`src/rtl/instruction_fetch.sv`:
```
// instruction_fetch: fetch stage of the 8-bit core.
// Owns the program counter and drives the synchronous program ROM.
// It issues one instruction every three cycles (FETCH, LATCH, EXEC).
// The instruction is presented to the decoder only during EXEC.
// The decoder's jump request is applied at the edge that ends EXEC.
module instruction_fetch #(
    parameter int PC_WIDTH          = 8,
    parameter int PROGRAM_DataWidth = 16
) (
    input  logic                         clk,
    input  logic                         rst,
    output logic [PC_WIDTH-1:0]          prog_adr,
    output logic                         prog_rd_en,
    input  logic [PROGRAM_DataWidth-1:0] prog_data,
    input  logic                         stall,
    input  logic                         cnt_wr_en,
    input  logic [PC_WIDTH-1:0]          literal_adr,
    output logic [PROGRAM_DataWidth-1:0] instruction,
    output logic                         instr_valid,
    output logic [PC_WIDTH-1:0]          pc
);

    typedef enum logic [1:0] {
        ST_RESET = 2'd0,
        ST_FETCH = 2'd1,
        ST_LATCH = 2'd2,
        ST_EXEC  = 2'd3
    } state_t;

    localparam logic [PC_WIDTH-1:0]          PC_ONE = {{(PC_WIDTH-1){1'b0}}, 1'b1};
    localparam logic [PROGRAM_DataWidth-1:0] NOP    = {PROGRAM_DataWidth{1'b0}};

    state_t                         state_q, state_d;
    logic [PC_WIDTH-1:0]            pc_q, pc_d;
    logic [PROGRAM_DataWidth-1:0]   ir_q, ir_d;
    logic                           instr_valid_q;
    logic [PROGRAM_DataWidth-1:0]   instruction_q;
    logic                           rd_en_s;

    // Next-state, next-PC, IR capture and ROM read strobe.
    always_comb begin
        state_d = state_q;
        pc_d    = pc_q;
        ir_d    = ir_q;
        rd_en_s = 1'b0;
        case (state_q)
            ST_RESET: begin
                state_d = ST_FETCH;
            end
            ST_FETCH: begin
                // A stall only holds off a fetch that has not started yet.
                if (!stall) begin
                    rd_en_s = 1'b1;
                    state_d = ST_LATCH;
                end else begin
                    state_d = ST_FETCH;
                end
            end
            ST_LATCH: begin
                // ROM data for the address read in FETCH is valid now.
                ir_d    = prog_data;
                state_d = ST_EXEC;
            end
            ST_EXEC: begin
                // The decoder is combinational, so its jump request refers to
                // the instruction issued in this same cycle.
                if (cnt_wr_en) begin
                    pc_d = literal_adr;
                end else begin
                    pc_d = pc_q + PC_ONE;
                end
                state_d = ST_FETCH;
            end
            default: begin
                state_d = ST_RESET;
            end
        endcase
    end

    // State, PC, IR and registered decoder-facing outputs.
    always_ff @(posedge clk) begin
        if (rst) begin
            state_q       <= ST_RESET;
            pc_q          <= {PC_WIDTH{1'b0}};
            ir_q          <= NOP;
            instr_valid_q <= 1'b0;
            instruction_q <= NOP;
        end else begin
            state_q       <= state_d;
            pc_q          <= pc_d;
            ir_q          <= ir_d;
            // The instruction is shown only during EXEC; every other cycle
            // carries a NOP so the decoder cannot act on stale data.
            instr_valid_q <= (state_d == ST_EXEC);
            instruction_q <= (state_d == ST_EXEC) ? ir_d : NOP;
        end
    end

    assign prog_adr    = pc_q;
    assign prog_rd_en  = rd_en_s;
    assign pc          = pc_q;
    assign instr_valid = instr_valid_q;
    assign instruction = instruction_q;

endmodule

```
`config.mk`:
```
export PLATFORM = sky130hd
export DESIGN_NAME = instruction_fetch
export DESIGN_NICKNAME = d
export VERILOG_FILES = /design/src/rtl/instruction_fetch.sv
export SDC_FILE = /design/constraint.sdc
export NUM_CORES = 1
export LEC_CHECK = 0
export CORE_AREA = 10 10 67 69
export DETAILED_ROUTE_END_ITERATION = 6
export DIE_AREA = 0 0 77 79
export PLACE_DENSITY_LB_ADDON = 0.3
export SYNTH_ARGS = -nofsm -noshare
export SYNTH_HDL_FRONTEND = slang
export SYNTH_SLANG_ARGS = --single-unit
```
`constraint.sdc`:
```
create_clock -name clk -period 1.7 [get_ports clk]
set_clock_uncertainty 0.15 [all_clocks]
set_input_delay 0.34 -clock clk [delete_from_list [all_inputs] [get_ports clk]]
set_output_delay 0.34 -clock clk [all_outputs]
set_load 0.03 [all_outputs]
```
Word level (Yosys, flattened, before mapping)
Cells that the tools add are included.
Storage, ports and cells
  register bits: 43
  bits in latches: 0
  bits in writable memories: 0
  bits in read-only memories: 0
  input bits: 28
  output and inout bits: 34
  word-level logic and storage cells: 20
  memories: 0
Cells by class
  $add $sub $neg: 1
  multiply operators: 0
  divide/modulo/power cells: 0
  order comparisons: 0
  equal/unequal tests: 4
  shifts and indexed selects: 0
  mux-type cells: 6
  bitwise gates (word level): 1
  reductions and logical operators: 3
Operators by type and width (count)
  16-bit two-way mux: 1
  8-bit by 1-bit adder with 8-bit output, second input constant: 1
  8-bit two-way mux: 1
  2-bit equality test, second input constant: 3
  2-bit one-hot mux with 3 select lines: 1
  2-bit OR reduction: 2
  2-bit by 1-bit equality test with 1-bit output, second input constant: 1
  2-bit logical NOT: 1
  1-bit two-way mux: 2
  2-bit two-way mux: 1
  1-bit NOT: 1

Logic depth before layout (Yosys ltp)
Gate-level depths: netlist (run 1).
  depth after elaboration: 6
  mapped depth: 5
  depth with buffers taken out: 4

Worst setup path before layout (run 1)
Ideal clock, no wire load.
  path type: register to output
  start point: register state_q[0]
  end point: output prog_rd_en
  arrival time: 1.279 ns
  data required time: 1.210 ns
  setup slack: -0.069 ns
  stages on the path, launching flop included: 4
  buffers on the path: 1
  cells stage by stage: dfxtp_1 -> buf_4 -> inv_2 -> nor3_1
Between the ends
  word-level cells in the longest chain between the ends: 2
Ends and longest elaborated chain
  from (decl): RTL line 33  | state_t state_q, state_d;
  from (signal assigned): RTL line 89  | state_q <= state_d;
  2-bit by 1-bit equality test with 1-bit output: RTL line 46  | case (state_q)
  1-bit two-way mux: RTL line 46
  to (decl): RTL line 13  | output logic prog_rd_en,
Every way passes these cells.

Worst setup path after layout (run 1)
  start point: register pc_q[6] (netlist: pc[6])
  end point: output prog_adr[6]
RTL lines
  from (decl): RTL line 34  | logic [PC_WIDTH-1:0] pc_q, pc_d;
  from (signal assigned): RTL line 84  | pc_q <= {PC_WIDTH{1'b0}};
  from (signal assigned): RTL line 90  | pc_q <= pc_d;
  to (decl): RTL line 12  | output logic [PC_WIDTH-1:0] prog_adr,
No word-level cell between the ends.

==> impl_metrics.py, run 1 <==
metrics = {
    "worst_setup_path": {
        "critPathTopFamily": "flip-flops",
        "cp_slowest_cell": "dfxtp_1",
        "crit_buf_inv": 1,
        "worstSetupPathType": "reg -> out",
        "required_ps": 1210,
        "reg2reg_depth": 4,
        "regToRegStartpoint": "pc[1]$_SDFFE_PP0N_",
        "worst-path-max-fanout": 6,
        "startpoint": "pc[6]$_SDFFE_PP0N_",
        "worst_ep_arrival_time_ps": 1180,
        "worst_setup_path_start_kind": "flip-flop",
        "r2r-end": "pc[4]$_SDFFE_PP0N_",
        "crit_path_end_kind": "output pin",
        "r2r_slack_ps": 200,
        "crit_chain": "clkdlybuf4s15_1",
        "critical_path.max_stage_delay_ps": 450,
    },
    "die": {
        "dieHeight_um": 79,
        "die_w_um": 77,
        "initial_core_util": 0.352,
        "coreArea_um2": 3230,
        "ios": 62,
        "dieArea_um2": 6080,
        "num_rows": 21,
    },
    "global_routing": {
        "grt_remaining_overflow": 0,
        "antenna_found_initial": 0,
        "grt_pass1_wl_um": 5430,
        "grt_pass1_vias": 1149,
        "grt_max_degree": 19,
        "track_usage": 0.107,
    },
    "clock_network": {
        "clk_pin_slew_worst_paths_ps": 150,
        "tritoncts": "built",
        "clock-root-buffer": "clkbuf_4",
        "cts_sinks": 27,
        "holdBufCountCts": 0,
        "clk_latency_ps": 320,
        "cts_buffers": 3,
        "clk_path_buf_depth": 2,
        "htreeDepth": 1,
    },
    "yosys": {
        "synthArstFlopShare": 0,
        "synth.cell_area_um2": 1140,
        "synthXorXnorAreaFrac": 0,
        "syn_nets": 143,
        "synth_seq_cells": 27,
        "synth_fa_ha_area_frac": 0.0110,
        "synth_top_family_by_area": "simple AND/OR/NAND/NOR gates",
        "syn_avg_cell_area_um2": 9.97,
        "synth_edf_count": 0,
        "ys_warn_count": 0,
        "ys_top_cells_by_area": "dfxtp_1 48%, and2_1 9.9%, buf_4 6.6%, a21oi_1 3.1%, and4_1 2.3%",
        "synth_flop_cell": "dfxtp_1",
        "synth.distinct_cells": 35,
        "synth_top_area_frac": 0.476,
        "synth_mux_area_frac": 0.0176,
        "synth-compound-area-share": 0.128,
        "synth_top_area_cell": "dfxtp_1",
        "netlist_instances": 114,
        "synth-seq-area-share": 0.476,
        "synth-simple-area-share": 0.267,
    },
    "sta": {
        "rsz0062_at_grt": "true",
        "fmax_mhz": 600,
        "hold_viol": 0,
        "fin_crit_sh": 0.980,
        "slew_viol_final": 0,
        "slew_headroom": 0.778,
        "setup_viol": 0,
        "min_period_ps": 1670,
        "worst_slew_pin_slew_ps": 334,
        "tns_ps": 0,
    },
    "routing": {
        "vias": 1057,
        "avgRoutedWirePerCell_um": 14.7,
        "first_pass_iters": 4,
        "drtAntennaViolNets": 0,
        "via_per_inst": 4.76,
        "drc": 0,
        "drtIter0Drc": 139,
        "finalWirelength_um": 3260,
    },
    "pwr": {
        "p_per_area_nw_per_um2": 635,
        "p_total_mw": 1.16,
        "peakVddDrop_v": 0.000395,
        "p_leak_nw": 0.826,
    },
    "worst_hold_path": {
        "hold_class": "in -> reg",
        "min_to": "instruction[7]$_SDFF_PP0_",
        "min_path_cells": 2,
        "min_from": "prog_data[7]",
    },
    "final_layout": {
        "final_net_count": 206,
        "num_antenna_cells": 0,
        "synthToLayoutAreaGrowth_pct": 60.1,
        "design_area_um2": 1820,
        "nFillCells": 310,
        "drive_gt1_frac": 0.182,
    },
    "place": {
        "place_congestion": 0.914,
        "placed_area_um2": 1810,
        "port_buffers": 61,
        "hpwl_um": 2650,
    },
    "flow_run": {
        "drv_cap": 0,
    },
    "run_status": {
        "status": "finished, final reports clean",
    },
}
## power breakdown
group / switching, mW / total, mW / internal [mW]
combinational: 0.0934 / 0.212 / 0.119
sequential: 0.0186 / 0.667 / 0.648
clock: 0.189 / 0.277 / 0.0880
total: 0.301 / 1.16 / 0.855
## cell usage in the layout, fill, tap and decap left out, types with 2 or more instances in the layout
cell type        instances
buf_4                   14
nand3_1                  3
dlygate4sd2_1           23
o21ai_1                  2
clkdlybuf4s50_1         27
a31oi_1                  2
dfxtp_1                 24
mux2i_1                  2
nand4_1                  4
inv_2                    2
buf_12                   3
o211ai_1                 2
clkbuf_4                 3
a21oi_1                  7
dfxtp_4                  2
and4_1                   3
nor2_1                   4
and2_1                  18
nor4bb_1                 2
clkbuf_2                 3
or4_1                    2
a211oi_1                 3
clkdlybuf4s15_1          3
## area by class of cell
type | instances | area [µm²] | area share
Clock inverter | 1 | 5.00 | 0.00275
Clock buffer | 3 | 22.5 | 0.0124
Timing Repair Buffer | 73 | 682 | 0.375
Inverter | 3 | 11.3 | 0.00619
Multi-Input combinational cell | 69 | 492 | 0.270
Sequential cell | 27 | 549 | 0.302
Tap cell | 46 | 57.6 | 0.0316
## state kept, by name, summed over array words and instances, names as in the netlist
register	flops
instruction	16
pc	8
state_q	2
instr_valid	1
## how the worst max path moves through the flow
| stage | end | slack, ps | cells after the start |
|---|---|---|---|
| finish | prog_adr[6] | 30 | 1 |
| detailed placement | pc[5]$_SDFFE_PP0N_ | -100 | 5 |
| global placement | pc[5]$_SDFFE_PP0N_ | -60 | 5 |
| CTS | prog_adr[4] | 0.6 | 1 |
| floorplan | pc[7]$_SDFFE_PP0N_ | 120 | 3 |
| global route | pc[6] | -30 | 1 |
## stage by stage
step                      worst slack, ps  cells   util  hold WS [ps]
after floorplan                       118    114      -           312
after global placement              -62.1    217  0.561           398
after detailed placement            -98.7    217  0.561           412
after CTS                           0.630    221  0.563           397
after global routing                -32.0    222  0.563           390
final                                33.8    222  0.563           409
## cells by family after synthesis
family                     after synthesis
DFF                                     27
buffers and inverters                   18
muxes                                    2
and+or+nand+nor                         44
AOI/OAI and AO/OA                       22
adders and majority gates                1
## cells in the mapped netlist (2+ instances only)
cell and number:
buf_2 2, a31oi_1 2, a211oi_1 3, nand3_1 3, clkbuf_1 2, or4_1 2
a21oi_1 7, nor4bb_1 2, mux2i_1 2, inv_2 2, o211ai_1 2, o21ai_1 2
dfxtp_1 27, and4_1 3, and2_1 18, nand4_1 4, nor2_1 4, buf_4 10
## routing by layer
metal,share of wire,up-vias,GRT usage
li1,-,525,-
met1,0.40,486,0.114
met2,0.49,44,0.184
met3,0.11,2,0.0529
met4,0.0058,0,0.0347
met5,0,-,0
## worst register-to-register path, stage by stage, from the launching register on
cell and delay (ps):
dfxtp_1 510, ha_1 330, a31o_1 170, a21oi_1 60, a211oi_1 220
## timing repair
item                       in CTS  in global routing
setup buffers                   0                  1
pin swaps                       0                  0
gates cloned                    0                  0
setup endpoints to repair      30                  8
gates resized for setup        36                  8
(Power assumes the default switching activity.)
==> run 2, diff against run 1 <==
--- a/config.mk
+++ b/config.mk
@@ -5,9 +5,10 @@
 export SDC_FILE = /design/constraint.sdc
 export NUM_CORES = 1
 export LEC_CHECK = 0
-export CORE_AREA = 10 10 67 69
+export CORE_AREA = 2 2 59 61
+export CTS_CLUSTER_DIAMETER = 200
 export DETAILED_ROUTE_END_ITERATION = 6
-export DIE_AREA = 0 0 77 79
+export DIE_AREA = 0 0 61 63
 export PLACE_DENSITY_LB_ADDON = 0.3
 export SYNTH_ARGS = -nofsm -noshare
 export SYNTH_HDL_FRONTEND = slang
==> impl_metrics.py, run 2 (synthesis results as in run 1) <==
metrics = {
    "run_status": {
        "status": "finished, final reports clean",
    },
    "place": {
        "hpwl_um": 1980,
        "place_inst": 217,
        "post-place-ws_ps": -174,
        "place_congestion": 0.810,
        "port_buffers": 61,
    },
    "final_layout": {
        "regArea_um2": 548,
        "final_net_count": 206,
        "final_cell_mix": "30 x dlygate4sd2_1, 27 x clkdlybuf4s50_1, 25 x dfxtp_1",
        "nFillCells": 324,
        "final_cells": 222,
        "largest_register_ffs": 16,
        "layout_commonest_cell": "dlygate4sd2_1",
        "synthToLayoutAreaGrowth_pct": 58.7,
        "num_antenna_cells": 0,
        "drive_gt1_frac": 0.142,
        "multi_input_area_um2": 492,
    },
    "routing": {
        "first_pass_iters": 4,
        "via_per_inst": 4.66,
        "drtIter0Drc": 19,
        "finalWirelength_um": 2580,
        "avgRoutedWirePerCell_um": 11.6,
        "drtAntennaViolNets": 0,
        "vias": 1035,
        "drc": 0,
    },
    "clock_network": {
        "clk_path_buf_depth": 2,
        "htreeDepth": 1,
        "cts_buffers": 3,
        "tritoncts": "built",
        "clk_latency_ps": 310,
        "clk_pin_slew_worst_paths_ps": 140,
        "clock-root-buffer": "clkbuf_4",
        "cts_sinks": 27,
    },
    "worst_setup_path": {
        "critPathTopFamily": "flip-flops",
        "reg2reg_depth": 5,
        "worst_setup_path_start_kind": "flip-flop",
        "cp_slowest_cell": "dfxtp_1",
        "worst_ep_arrival_time_ps": 1160,
        "critical_path.max_stage_delay_ps": 430,
        "worst-path-max-fanout": 6,
        "cp_num_cells": 1,
        "crit_chain": "dlygate4sd2_1",
        "required_ps": 1210,
        "r2r_slack_ps": 200,
        "worstSetupPathType": "reg -> out",
        "crit_path_end_kind": "output pin",
        "crit_buf_inv": 1,
    },
    "global_routing": {
        "antenna_found_initial": 0,
        "grt_remaining_overflow": 0,
        "grt_pass1_wl_um": 3970,
        "grt_pass1_vias": 913,
        "track_usage": 0.133,
        "grt_max_degree": 19,
    },
    "sta": {
        "setup_ws_ps": 46.2,
        "hold_viol": 0,
        "fin_crit_sh": 0.973,
        "rsz0062_at_grt": "true",
        "slew_headroom": 0.791,
        "worst_slew_pin_slew_ps": 310,
        "min_period_ps": 1650,
        "slew_viol_final": 0,
        "fmax_mhz": 605,
        "setup_viol": 0,
        "tns_ps": 0,
    },
    "pwr": {
        "swShare": 0.253,
        "p_leak_nw": 0.838,
        "p_sw_uw": 289,
        "p_comb_frac": 0.179,
        "intPower_uw": 850,
        "peakVddDrop_v": 0.000485,
        "seqPwrFrac": 0.581,
        "p_per_area_nw_per_um2": 632,
        "p_clk_frac": 0.240,
    },
    "flow_run": {
        "drv_cap": 0,
    },
    "worst_hold_path": {
        "hold_class": "in -> reg",
        "min_path_cells": 2,
    },
    "die": {
        "dieArea_um2": 3840,
        "die_w_um": 61,
        "coreArea_um2": 3230,
        "initial_core_util": 0.352,
        "dieHeight_um": 63,
        "ios": 62,
        "num_rows": 21,
    },
}
==> run 2: changes by cell type in the layout (fill, tap and decap cells not counted), sizes merged <==
cell	previous run	this run
clkbuf	6	4
clkinv	1	0
clkdlybuf4s15	3	1
dlygate4sd2	23	30
buf	17	15
==> run 2: worst paths after layout <==
path,endpoint,start
worst max register to register,pc[6]$_SDFFE_PP0N_,state_q[0]$_SDFF_PP0_
worst min register to register,state_q[0]$_SDFF_PP0_,state_q[0]$_SDFF_PP0_
worst min-delay path,instruction[3]$_SDFF_PP0_,prog_data[3]
worst max-delay path,pc[4],pc[4]$_SDFFE_PP0N_
==> run 2: metrics by stage <==
stage | util | hold slack (ps) | area [µm²] | total power [mW]
2_1_floorplan | - | 312 | 1140 | 0.778
3_3_place_gp | 0.555 | 389 | 1790 | 0.885
3_5_place_dp | 0.555 | 418 | 1790 | 0.888
4_1_cts | 0.555 | 407 | 1790 | 1.15
5_1_grt | 0.558 | 405 | 1800 | 1.19
6_report | 0.558 | 414 | 1800 | 1.14
==> run 2: what timing repair did <==
action	4_1_cts	5_1_grt
setup buffers	1	0
hold buffers	0	0
resized for setup	34	3
endpoints found under the hold margin	0	0
setup endpoints to repair	32	4
==> run 2: routing by layer <==
| metal | vias to the layer above | GRT usage | share of wire |
|---|---|---|---|
| li1 | 522 | - | - |
| met1 | 468 | 0.156 | 0.41 |
| met2 | 43 | 0.226 | 0.49 |
| met3 | 2 | 0.0518 | 0.10 |
| met4 | 0 | 0.0245 | 0.0062 |
| met5 | - | 0 | 0 |
==> run 2: layout make-up <==
| type | count | area share |
|---|---|---|
| repair buffers | 73 | 0.371 |
| flip-flops and latches | 27 | 0.304 |
| multi-input cells | 69 | 0.273 |
| well taps | 46 | 0.0319 |
| clock buffers | 4 | 0.0146 |
| inverters | 3 | 0.00625 |
==> run 2: power by group through the flow <==
| stage | clock network (mW) | registers, mW | logic, mW |
|---|---|---|---|
| final | 0.273 | 0.662 | 0.204 |
| after floorplan | 0 | 0.697 | 0.0805 |
| after global routing | 0.309 | 0.665 | 0.219 |
| after detailed placement | 0 | 0.679 | 0.208 |
| after CTS | 0.287 | 0.662 | 0.205 |
| after global placement | 0 | 0.680 | 0.205 |
==> run 3, diff against run 2 <==
--- a/config.mk
+++ b/config.mk
@@ -5,10 +5,10 @@
 export SDC_FILE = /design/constraint.sdc
 export NUM_CORES = 1
 export LEC_CHECK = 0
-export CORE_AREA = 2 2 59 61
+export CORE_AREA = 2 2 54 66
 export CTS_CLUSTER_DIAMETER = 200
 export DETAILED_ROUTE_END_ITERATION = 6
-export DIE_AREA = 0 0 61 63
+export DIE_AREA = 0 0 56 68
 export PLACE_DENSITY_LB_ADDON = 0.3
 export SYNTH_ARGS = -nofsm -noshare
 export SYNTH_HDL_FRONTEND = slang
==> impl_metrics.py, run 3 (synthesis results as in run 1) <==
metrics = {
    "run_status": {
        "status": "finished, final reports clean",
    },
    "die": {
        "coreArea_um2": 3220,
        "initial_core_util": 0.352,
        "ios": 62,
        "dieArea_um2": 3810,
        "die_w_um": 56,
        "dieHeight_um": 68,
        "num_rows": 23,
    },
    "final_layout": {
        "largest_register_ffs": 16,
        "final_cells": 212,
        "num_antenna_cells": 0,
        "final_util": 0.558,
        "nFillCells": 331,
        "synthToLayoutAreaGrowth_pct": 58.3,
        "final_net_count": 205,
        "design_area_um2": 1800,
        "final_cell_mix": "33 x dlygate4sd2_1, 26 x clkdlybuf4s50_1, 25 x dfxtp_1",
        "layout_commonest_cell": "dlygate4sd2_1",
        "drive_gt1_frac": 0.126,
    },
    "clock_network": {
        "holdBufCountCts": 0,
        "htreeDepth": 1,
        "cts_sinks": 27,
        "clock-root-buffer": "clkbuf_8",
        "clk_pin_slew_worst_paths_ps": 90,
        "cts_buffers": 3,
        "clk_latency_ps": 270,
        "tritoncts": "built",
        "clk_path_buf_depth": 2,
    },
    "routing": {
        "avgRoutedWirePerCell_um": 13.3,
        "vias": 1063,
        "top_layer_used": "met4",
        "wl_met3_um": 281,
        "drc": 0,
        "drt-met1-wl_um": 1070,
        "first_pass_iters": 4,
        "drtIter0Drc": 31,
        "via_per_inst": 5.01,
        "finalWirelength_um": 2820,
        "wl_met2_um": 1420,
        "drtAntennaViolNets": 0,
    },
    "worst_hold_path": {
        "min_to": "pc[3]$_SDFFE_PP0N_",
        "min_path_cells": 3,
        "min_from": "cnt_wr_en",
        "hold_class": "in -> reg",
    },
    "worst_setup_path": {
        "worstSetupPathType": "reg -> out",
        "crit_path_end_kind": "output pin",
        "cp_slowest_cell": "dfxtp_4",
        "worst_ep_arrival_time_ps": 1130,
        "reg2reg_depth": 5,
        "r2r_slack_ps": 190,
        "r2r-end": "pc[2]$_SDFFE_PP0N_",
        "regToRegStartpoint": "pc[0]$_SDFFE_PP0N_",
        "critical_path.max_stage_delay_ps": 410,
        "worst_setup_path_start_kind": "flip-flop",
        "required_ps": 1210,
        "worst-path-max-fanout": 9,
        "crit_chain": "inv_2 > nor3_2 > buf_4",
    },
    "sta": {
        "hold_slack_ps": 418,
        "slew_viol_final": 0,
        "min_period_ps": 1620,
        "hold_viol": 0,
        "slew_headroom": 0.784,
        "fin_crit_sh": 0.952,
        "rsz0062_at_grt": "false",
        "tns_ps": 0,
        "worst_slew_pin_slew_ps": 326,
        "fmax_mhz": 618,
        "setup_viol": 0,
    },
    "global_routing": {
        "grt_remaining_overflow": 0,
        "antenna_found_initial": 0,
        "grt_pass1_wl_um": 4490,
        "grt_pass1_vias": 1040,
        "grt_max_degree": 19,
        "track_usage": 0.149,
    },
    "pwr": {
        "p_leak_nw": 0.860,
        "p_per_area_nw_per_um2": 684,
        "peakVddDrop_v": 0.000507,
    },
    "flow_run": {
        "drv_cap": 0,
    },
    "place": {
        "hpwl_um": 2220,
        "place_inst": 208,
        "placed_area_um2": 1790,
        "port_buffers": 61,
        "place_congestion": 0.790,
    },
}
==> run 3: changes by cell type in the layout (fill, tap and decap cells not counted), sizes merged <==
cell,change
buf,-3
clkdlybuf4s15,-1
clkdlybuf4s50,-1
dlygate4sd2,+3
dlymetal6s2s,+1
==> run 3: routing by layer <==
layer	up-vias	global-route usage
li1	519	-
met1	483	0.145
met2	54	0.281
met3	7	0.0586
met4	0	0.0655
met5	-	0
==> run 3: worst max-delay path, delay by kind of cell, from the launching register on <==
family        cells  cell delay, ps
simple gates      1             200
flops             1             410
buf+inv           2             240
==> run 3: cell type report <==
type	count	area, µm²	share of cell area
Clock buffer	4	45.0	0.0251
Inverter	3	11.3	0.00626
Multi-Input combinational cell	69	485	0.270
Sequential cell	27	546	0.303
Tap cell	37	46.3	0.0257
Timing Repair Buffer	72	664	0.370
==> run 3: how the worst max path moves through the flow <==
stage,depth (start not counted),from,end
after floorplan,3,pc[2]$_SDFFE_PP0N_,pc[7]$_SDFFE_PP0N_
after global placement,5,cnt_wr_en,pc[5]$_SDFFE_PP0N_
after detailed placement,5,cnt_wr_en,pc[5]$_SDFFE_PP0N_
after CTS,2,state_q[1]$_SDFF_PP0_,prog_rd_en
after global routing,3,state_q[0]$_SDFF_PP0_,prog_rd_en
final,3,state_q[0]$_SDFF_PP0_,prog_rd_en
==> run 3: timing repair <==
item,4_1_cts,5_1_grt
endpoints found under the setup margin,34,2
resized for setup,34,3
setup buffers,0,0
==> run 3: power by group <==
part           total (mW)  internal, mW  switching [mW]
clock network       0.367         0.168           0.199
logic               0.199         0.107          0.0919
registers           0.663         0.648          0.0153
total                1.23         0.923           0.307
==> run 3: through the flow <==
stage / power (mW) / setup WS (ps)
after CTS: 1.24 / 9.83
after detailed placement: 0.890 / -236
final: 1.23 / 81.2
after floorplan: 0.778 / 118
after global placement: 0.885 / -100
after global routing: 1.27 / 13.9
